File: src/rtl/mem_wb_pipe_reg.sv
// mem_wb_pipe_reg: elastic MEM->WB stage with a 2-entry skid buffer.
// Forms the final writeback value at capture time:
//   - result select
//   - load byte/half extraction with sign/zero extension
//   - x0 write suppression
// mem_ready_o comes straight from a flop, so a regfile stall never reaches
// MEM combinationally.
//
// Ports:
//   clk, rst_n          clock, synchronous active-low reset
//   flush_i             drop both entries
//   mem_* (in)          upstream entry: valid, alu result, read word, pc+4, rd,
//                       reg write, result select, load funct3
//   mem_ready_o         stage can accept (registered, equals ~skid valid)
//   wb_ready_i          regfile accepts this cycle
//   wb_* (out)          valid, rd, qualified write enable, write data
//
// Optional feature macro MEM_WB_PERF_CNT_EN adds:
//   perf_stall_cnt_o    cycles with wb_valid_o & ~wb_ready_i
//   perf_flush_cnt_o    valid entries discarded by flush
module mem_wb_pipe_reg #(
  parameter int unsigned XLEN               = 32,
  parameter int unsigned REG_ADDR_W         = 5,
  parameter bit          RESERVED_SEL_WRITE = 1'b0
) (
  input  logic                  clk,
  input  logic                  rst_n,
  input  logic                  flush_i,
  input  logic                  mem_valid_i,
  output logic                  mem_ready_o,
  input  logic [XLEN-1:0]       mem_alu_result_i,
  input  logic [XLEN-1:0]       mem_mem_read_data_i,
  input  logic [XLEN-1:0]       mem_pc_plus_4_i,
  input  logic [REG_ADDR_W-1:0] mem_rd_addr_i,
  input  logic                  mem_reg_write_en_i,
  input  logic [1:0]            mem_mem_to_reg_i,
  input  logic [2:0]            mem_load_funct3_i,
  input  logic                  wb_ready_i,
  output logic                  wb_valid_o,
  output logic [REG_ADDR_W-1:0] wb_rd_addr_o,
  output logic                  wb_reg_write_en_o,
  output logic [XLEN-1:0]       wb_write_data_o
`ifdef MEM_WB_PERF_CNT_EN
  ,
  output logic [31:0]           perf_stall_cnt_o,
  output logic [31:0]           perf_flush_cnt_o
`endif
);

  localparam int unsigned WORD_W = 32;
  localparam int unsigned HALF_W = 16;
  localparam int unsigned BYTE_W = 8;

  // Output entry
  logic                  out_valid_q, out_valid_d;
  logic [REG_ADDR_W-1:0] out_rd_q, out_rd_d;
  logic                  out_wen_q, out_wen_d;
  logic [XLEN-1:0]       out_data_q, out_data_d;

  // Skid entry
  logic                  skid_valid_q, skid_valid_d;
  logic [REG_ADDR_W-1:0] skid_rd_q, skid_rd_d;
  logic                  skid_wen_q, skid_wen_d;
  logic [XLEN-1:0]       skid_data_q, skid_data_d;

  logic                  ready_q, ready_d;

`ifdef MEM_WB_PERF_CNT_EN
  logic [31:0] stall_cnt_q, stall_cnt_d;
  logic [31:0] flush_cnt_q, flush_cnt_d;
`endif

  // Captured-entry formation
  logic [WORD_W-1:0] word_c;
  logic [BYTE_W-1:0] byte_c;
  logic [HALF_W-1:0] half_c;
  logic [XLEN-1:0]   load_c;
  logic [XLEN-1:0]   cap_data_c;
  logic              cap_allow_c;
  logic              cap_wen_c;

  // Writeback value and qualified write enable for the incoming entry
  always_comb begin
    word_c      = mem_mem_read_data_i[WORD_W-1:0];
    byte_c      = word_c[{mem_alu_result_i[1:0], 3'b000} +: BYTE_W];
    half_c      = mem_alu_result_i[1] ? word_c[WORD_W-1:HALF_W] : word_c[HALF_W-1:0];
    load_c      = XLEN'(word_c);
    cap_data_c  = mem_alu_result_i;
    cap_allow_c = 1'b1;
    case (mem_load_funct3_i)
      3'b000:  load_c = {{(XLEN-BYTE_W){byte_c[BYTE_W-1]}}, byte_c};
      3'b001:  load_c = {{(XLEN-HALF_W){half_c[HALF_W-1]}}, half_c};
      3'b100:  load_c = XLEN'(byte_c);
      3'b101:  load_c = XLEN'(half_c);
      default: load_c = XLEN'(word_c);
    endcase
    case (mem_mem_to_reg_i)
      2'b00: cap_data_c = mem_alu_result_i;
      2'b01: cap_data_c = load_c;
      2'b10: cap_data_c = mem_pc_plus_4_i;
      default: begin
        // Reserved select: either behaves like ALU or squashes the write
        if (RESERVED_SEL_WRITE) begin
          cap_data_c = mem_alu_result_i;
        end else begin
          cap_data_c  = '0;
          cap_allow_c = 1'b0;
        end
      end
    endcase
    cap_wen_c = mem_reg_write_en_i & (mem_rd_addr_i != '0) & cap_allow_c;
  end

  logic in_xfer_c;
  logic out_free_c;

  // Entry movement between input, skid and output
  always_comb begin
    out_valid_d  = out_valid_q;
    out_rd_d     = out_rd_q;
    out_wen_d    = out_wen_q;
    out_data_d   = out_data_q;
    skid_valid_d = skid_valid_q;
    skid_rd_d    = skid_rd_q;
    skid_wen_d   = skid_wen_q;
    skid_data_d  = skid_data_q;

    in_xfer_c  = mem_valid_i & ready_q;
    out_free_c = ~out_valid_q | wb_ready_i;

    if (flush_i) begin
      out_valid_d  = 1'b0;
      out_rd_d     = '0;
      out_wen_d    = 1'b0;
      out_data_d   = '0;
      skid_valid_d = 1'b0;
      skid_rd_d    = '0;
      skid_wen_d   = 1'b0;
      skid_data_d  = '0;
    end else if (out_free_c) begin
      if (skid_valid_q) begin
        // Older skid entry goes first; new input (if any) refills the skid
        out_valid_d  = 1'b1;
        out_rd_d     = skid_rd_q;
        out_wen_d    = skid_wen_q;
        out_data_d   = skid_data_q;
        skid_valid_d = in_xfer_c;
        if (in_xfer_c) begin
          skid_rd_d   = mem_rd_addr_i;
          skid_wen_d  = cap_wen_c;
          skid_data_d = cap_data_c;
        end
      end else if (in_xfer_c) begin
        out_valid_d = 1'b1;
        out_rd_d    = mem_rd_addr_i;
        out_wen_d   = cap_wen_c;
        out_data_d  = cap_data_c;
      end else begin
        // Drained with no replacement: data and rd hold
        out_valid_d = 1'b0;
        out_wen_d   = 1'b0;
      end
    end else if (in_xfer_c) begin
      skid_valid_d = 1'b1;
      skid_rd_d    = mem_rd_addr_i;
      skid_wen_d   = cap_wen_c;
      skid_data_d  = cap_data_c;
    end

    ready_d = ~skid_valid_d;

`ifdef MEM_WB_PERF_CNT_EN
    stall_cnt_d = stall_cnt_q + 32'(out_valid_q & ~wb_ready_i);
    flush_cnt_d = flush_cnt_q;
    if (flush_i) begin
      flush_cnt_d = flush_cnt_q + 32'(out_valid_q) + 32'(skid_valid_q);
    end
`endif
  end

  // State registers
  always_ff @(posedge clk) begin
    if (!rst_n) begin
      out_valid_q  <= 1'b0;
      out_rd_q     <= '0;
      out_wen_q    <= 1'b0;
      out_data_q   <= '0;
      skid_valid_q <= 1'b0;
      skid_rd_q    <= '0;
      skid_wen_q   <= 1'b0;
      skid_data_q  <= '0;
      ready_q      <= 1'b0;
`ifdef MEM_WB_PERF_CNT_EN
      stall_cnt_q  <= '0;
      flush_cnt_q  <= '0;
`endif
    end else begin
      out_valid_q  <= out_valid_d;
      out_rd_q     <= out_rd_d;
      out_wen_q    <= out_wen_d;
      out_data_q   <= out_data_d;
      skid_valid_q <= skid_valid_d;
      skid_rd_q    <= skid_rd_d;
      skid_wen_q   <= skid_wen_d;
      skid_data_q  <= skid_data_d;
      ready_q      <= ready_d;
`ifdef MEM_WB_PERF_CNT_EN
      stall_cnt_q  <= stall_cnt_d;
      flush_cnt_q  <= flush_cnt_d;
`endif
    end
  end

  assign mem_ready_o       = ready_q;
  assign wb_valid_o        = out_valid_q;
  assign wb_rd_addr_o      = out_rd_q;
  assign wb_reg_write_en_o = out_wen_q;
  assign wb_write_data_o   = out_data_q;
`ifdef MEM_WB_PERF_CNT_EN
  assign perf_stall_cnt_o  = stall_cnt_q;
  assign perf_flush_cnt_o  = flush_cnt_q;
`endif

endmodule

File: config.mk
export PLATFORM = sky130hd
export DESIGN_NAME = mem_wb_pipe_reg
export DESIGN_NICKNAME = d
export VERILOG_FILES = /design/src/rtl/mem_wb_pipe_reg.sv
export SDC_FILE = /design/constraint.sdc
export NUM_CORES = 1
export LEC_CHECK = 0
export ABC_AREA = 1
export BUFFER_PORTS_ARGS = -buffer_cell sky130_fd_sc_hd__buf_2
export CAP_MARGIN = 15
export CORE_ASPECT_RATIO = 0.7
export CORE_UTILIZATION = 45
export DETAILED_ROUTE_END_ITERATION = 7
export GPL_ROUTABILITY_DRIVEN = 0
export GPL_TIMING_DRIVEN = 1
export PLACE_DENSITY = 0.77
export SLEW_MARGIN = 20
export SYNTH_ARGS = -nofsm -noshare
export SYNTH_HDL_FRONTEND = slang
export SYNTH_SLANG_ARGS = --single-unit
File: constraint.sdc
create_clock -name clk -period 3.1 [get_ports clk]
set_clock_uncertainty 0.1 [all_clocks]
set_input_delay 0.155 -clock clk [delete_from_list [all_inputs] [get_ports clk]]
set_output_delay 0.155 -clock clk [all_outputs]
set_load 0.05 [all_outputs]
# After elaboration in Yosys (flattened, before gate mapping)
# Index checks and enable logic that the tools add are counted.
dict set report totals {
  output_inout_bits 40
  memories 0
  ram_bits 0
  latchBits 0
  input_bits 112
  reg_bits 79
  word_cells 55
  mem_bits_ro 0
}
dict set report classes {
  eq_ne 6
  div_mod_pow 0
  magnitude_cmp 0
  reduce_logical 7
  n_mul 0
  n_addsub 0
  shifts 1
  n_bitwise 7
  mux 25
}
# op n
set ops {}
lappend ops {{$mux W32} 5}
lappend ops {{$pmux W32 S4} 1}
lappend ops {{$pmux W32 S3} 1}
lappend ops {{$shiftx A32 B6 Y8} 1}
lappend ops {{$mux W5} 5}
lappend ops {{$mux W16} 1}
lappend ops {{$mux W1} 12}
lappend ops {{$eq A3 B3 Y1 const B} 2}
lappend ops {{$reduce_bool A5 Y1} 1}
lappend ops {{$and A1 B1 Y1} 3}
lappend ops {{$eq A3 B1 Y1 const B} 1}
lappend ops {{$logic_not A3 Y1} 1}
lappend ops {{$not A1 Y1} 3}
lappend ops {{$reduce_or A3 Y1} 1}
lappend ops {{$eq A2 B1 Y1 const B} 1}
lappend ops {{$eq A2 B2 Y1 const B} 1}
lappend ops {{$logic_not A2 Y1} 1}
lappend ops {{$ne A2 B2 Y1 const B} 1}
lappend ops {{$reduce_and A2 Y1} 1}
lappend ops {{$reduce_bool A2 Y1} 1}
lappend ops {{$reduce_or A2 Y1} 1}
lappend ops {{$or A1 B1 Y1} 1}

# Longest topological paths before layout
dict set report depth {
  word_depth 7
  depth_mapped 12
  mapped_depth_nobuf 12
}

# Worst setup path after synthesis
# Ideal clock, no wire load.
dict set report synth_timing {
  path_type {register to register}
  startpoint {reg out_valid_q, in the netlist wb_valid_o}
  endpoint {reg skid_data_q[12]}
  period_less_slack_ns 1.843
  path_stages_with_launch 10
  path_buffers 2
  arrival_time_ns 1.626
  setup_slack_ns 1.257
  setup_time_ns 0.116
  required_ns 2.884
  path_cell_list {dfxtp_1 -> inv_1 -> nor2_1 -> inv_1 -> a21oi_2 -> buf_4 -> buf_2 -> nand3_1 -> o211ai_1 -> inv_1}
}
dict set report synth_between {
  elab_chain_cells 3
  word_cells_on_any_way 4
  cone_classes {1 x eq/ne; 1 x mux; 2 x bitwise}
}
# element line_no
set synth_lines {}
lappend synth_lines {{start: declaration} 55} ;# logic out_valid_q, out_valid_d;
lappend synth_lines {{start signal: assignment} 198} ;# out_valid_q <= out_valid_d;
lappend synth_lines {{$not A1 Y1 (*)} 129} ;# out_free_c = ~out_valid_q | wb_ready_i;
lappend synth_lines {{$or A1 B1 Y1 (*)} 129}
lappend synth_lines {{$ne A2 B2 Y1 (no line) or $mux W32 (tied branches)} n/a}
lappend synth_lines {{end signal: assignment} 205} ;# skid_data_q <= skid_data_d;
lappend synth_lines {{end: declaration} 64} ;# logic [XLEN-1:0] skid_data_q, skid_data_d;
# Every way passes the cells marked *; elsewhere a longest branch is shown, timed or not.
# A chain may end at the register's enable or synchronous reset.

# Worst setup path in the final report
dict set report layout_timing {
  startpoint {reg skid_valid_q}
  endpoint {reg out_data_q[21], in the netlist wb_write_data_o[21]}
}
dict set report layout_between {
  elab_chain_cells 2
  word_cells_on_any_way 3
  cone_classes {1 x mux; 2 x reduce/logical}
}
# element line_no
set layout_lines {}
lappend layout_lines {{start: declaration} 61} ;# logic skid_valid_q, skid_valid_d;
lappend layout_lines {{start signal: assignment} 202} ;# skid_valid_q <= skid_valid_d;
lappend layout_lines {{$reduce_bool A2 Y1 (no line)} n/a}
lappend layout_lines {{$reduce_and A2 Y1 (no line)} n/a}
lappend layout_lines {{end signal: assignment} 201} ;# out_data_q <= out_data_d;
lappend layout_lines {{end: declaration} 58} ;# logic [XLEN-1:0] out_data_q, out_data_d;
# Several ways; a longest one is shown, not always the timed one.

==> results.md <==
* Pre-antenna DRT Iters at 7
* Async SR Flop Fraction at 0%
* Post-CTS setup buffers at 0
* End of the worst register-to-register path: wb_write_data_o[21]$_SDFFE_PP0P_
* Num Clock Sinks at 79
* Maximum Capacitance Violations at 0
* Core ar. at 0.0104 sq mm
* Final nets at 972
* Area grow syn2layout at 21.5%
* Sw frac at 28.1%
* Post-Syn Instances at 732
* Worst hold path endpoint: skid_rd_q[2]$_SDFFE_PP0P_
* ANT cells at 0
* Clk slew on worst S/H paths at 0.06 ns
* R2R Setup Slk at 1.01 ns
* Global Route Usage Sum at 26.1%
* Hold Violations, Final at 0
* Critical Path End Type: register
* Clock share of power at 40.9%
* Die area at 0.0111 sq mm
* Launch point of the worst reg-to-reg path: skid_valid_q$_SDFF_PN0_
* WP data required at 3.22 ns
* Outcome: finished, violations left
* Mapped Area at 0.00479 sq mm
* RSZ-0062 raised after global routing: false
* Drt wl/cell at 14.3 um
* Share of cells above drive strength 1 at 25.4%
* First-pass GRT wire length at 22.6 mm
* Initial core utilization at 46.3%
* Netlist cell types at 30
* Port-buffer cells at 151
* TritonCTS clock tree: yes
* Power Internal at 0.00184 W
* Fmax achieved at 477 MHz
* Routed vias at 5107
* Commonest non-fill, non-tap cell in the layout: nand2_1
* Max-slew violation count at 0
* Psw at 0.000719 W
* Global route total overflow at 0
* Crit path max fanout at 55
* Hold path cells at 3
* Worst-Margin Slew at 0.993 ns
* Yosys warns at 0
* Synth area leader: dfxtp_1
* Prevailing post-synth register cell: dfxtp_1
* Initial antenna violation count at 0
* Arr. time, crit path at 2.21 ns
* Violated checks: DRC
* Setup TNS at 0 ns
* Hold Slack at 0.00659 ns
* DP HPWL at 10.2 mm
* IR drop worst, VDD at 0.317 mV
* Combinational fraction of design power at 18.4%
* Clock root buffer: clkbuf_16
* Die height at 88.4 um
* Seq pwr share at 40.7%
* Cells on worst reg2reg path at 6
* Register bit total from synthesis at 79
* Largest net degree at the start of global routing at 56
* Post-Syn Nets at 844
* Final setup viols at 0
* Worst-case clock buffer depth at 2
* # fillers at 1046
* Routed Antenna Nets at 0
* CTS Buf Count at 9
* Std-Cell Rows at 31
* Via density per instance at 5.12
* Largest cells by area after synthesis: dfxtp_1 (33%), nand2_1 (13%), nor2_1 (8.5%)
* CTS H-Tree Depth at 3
* Syn avg cell area at 6.55 sq um
* Hold Startpoint: mem_rd_addr_i[2]
* Post-synth EDFFs at 0
* Setup CP Type: reg2reg
* Synth top area share at 33.0%
* Most frequent cells in the layout: nand2_1 (161), buf_2 (151), nor2_1 (109), dfxtp_1 (79), inv_1 (75)
* Iter 0 DRT Violations at 473
* Clock latency on the worst-skew pair at 0.33 ns
* PD cells at 439 mW/mm^2
* Overall routed net length at 14.3 mm
* Boundary pin count at 152
* Vias in the first global route at 4549
* Seq/Total Area, Yosys at 33.0%
* Min-delay worst type: in2reg
* Clock period minus worst slack at 2.09 ns
* Rel. slew slack at 33.6%
* Drt drc at 11
* Leak pwr at 3.11 nW
* Share of the clock period used by the worst path at 67.6%
* Startpoint types: register
* Die width at 125 um
how the worst max path moves through the flow:
stage / from / endpoint / cells after the start
after floorplan: wb_valid_o$_SDFFE_PP0N_ / skid_data_q[12]$_SDFFE_PP0P_ / 9
after detailed placement: skid_valid_q$_SDFF_PN0_ / wb_write_data_o[21]$_SDFFE_PP0P_ / 6
final: skid_valid_q$_SDFF_PN0_ / wb_write_data_o[21]$_SDFFE_PP0P_ / 6
after CTS: skid_valid_q$_SDFF_PN0_ / wb_write_data_o[21]$_SDFFE_PP0P_ / 6
after global placement: mem_load_funct3_i[1] / skid_data_q[17]$_SDFFE_PP0P_ / 8
after global routing: skid_valid_q$_SDFF_PN0_ / wb_write_data_o[24]$_SDFFE_PP0P_ / 6
per-layer routing:
layer	up-vias	wire length [um]	GRT usage (%)
li1	2617	-	-
met1	2281	6880	36.7
met2	197	6060	41.0
met3	12	1210	6.17
met4	0	118	5.65
met5	-	0	0
worst max-delay path, stage by stage (launching register included):
cell	delay [ns]
dfxtp_1	0.36
inv_8	0.28
nand2_1	0.09
nand2_1	0.43
inv_2	0.34
o21ai_0	0.31
a21oi_2	0.06
flip-flops by register name (all words and copies together), names as in the netlist:
name / cells
wb_rd_addr_o: 5
mem_ready_o: 1
wb_valid_o: 1
wb_reg_write_en_o: 1
wb_write_data_o: 32
skid_data_q: 32
skid_valid_q: 1
skid_wen_q: 1
skid_rd_q: 5
through the flow:
step                      power (W)  utilization [%]  setup slack (ns)  cell area (sq um)  instances
after floorplan             0.00138                -              1.26               4790        732
after global placement      0.00152             52.8              1.07               5470        975
after detailed placement    0.00152             52.8              1.00               5470        975
after CTS                   0.00257             56.3             0.998               5830        997
after global routing        0.00266             56.3             0.786               5830        997
final                       0.00256             56.3              1.01               5830        997
final cells by class:
class	count	area, sq um	area share (%)
flip-flops and latches	79	1580	27.1
clock inverters	3	42.5	0.730
repair buffers	165	888	15.2
clock buffers	13	250	4.30
inverters	81	314	5.39
multi-input cells	524	2580	44.4
well taps	132	165	2.84
power groups by stage:
stage | clock network, W | registers (W) | logic, W
after CTS | 0.00106 | 0.00104 | 0.000467
after floorplan | 0 | 0.00112 | 0.000261
after global routing | 0.00110 | 0.00104 | 0.000517
after global placement | 0 | 0.00106 | 0.000456
final | 0.00105 | 0.00104 | 0.000470
after detailed placement | 0 | 0.00106 | 0.000459
cell families (layout without fill, tap and decap cells):
| logic type | after synthesis | after routing | synth area share (%) |
|---|---|---|---|
| buffers and inverters | 129 | 262 | 13.3 |
| AO/OA/AOI/OAI | 171 | 171 | 21.5 |
| flip-flops | 79 | 79 | 33.0 |
| AND/OR/NAND/NOR | 353 | 353 | 32.3 |
Yosys cell counts, types with 3 or more instances:
library cell / count
nand2_1: 161
o211ai_1: 22
inv_2: 4
buf_6: 3
o21ai_1: 3
buf_2: 13
a31oi_1: 5
o21ai_0: 53
inv_1: 75
dfxtp_1: 79
nand3_1: 53
nand3_2: 10
a21oi_2: 11
clkbuf_8: 5
a21oi_1: 62
buf_4: 5
nand2_2: 15
clkbuf_1: 16
a22o_1: 13
nor2_1: 109
buf_1: 3
repair_timing:
item	4_1_cts	5_1_grt
gates resized for setup	0	0
endpoints found under the hold margin	6	0
hold buffers	6	0
No activity file was read; power rests on OpenSTA's default activity.
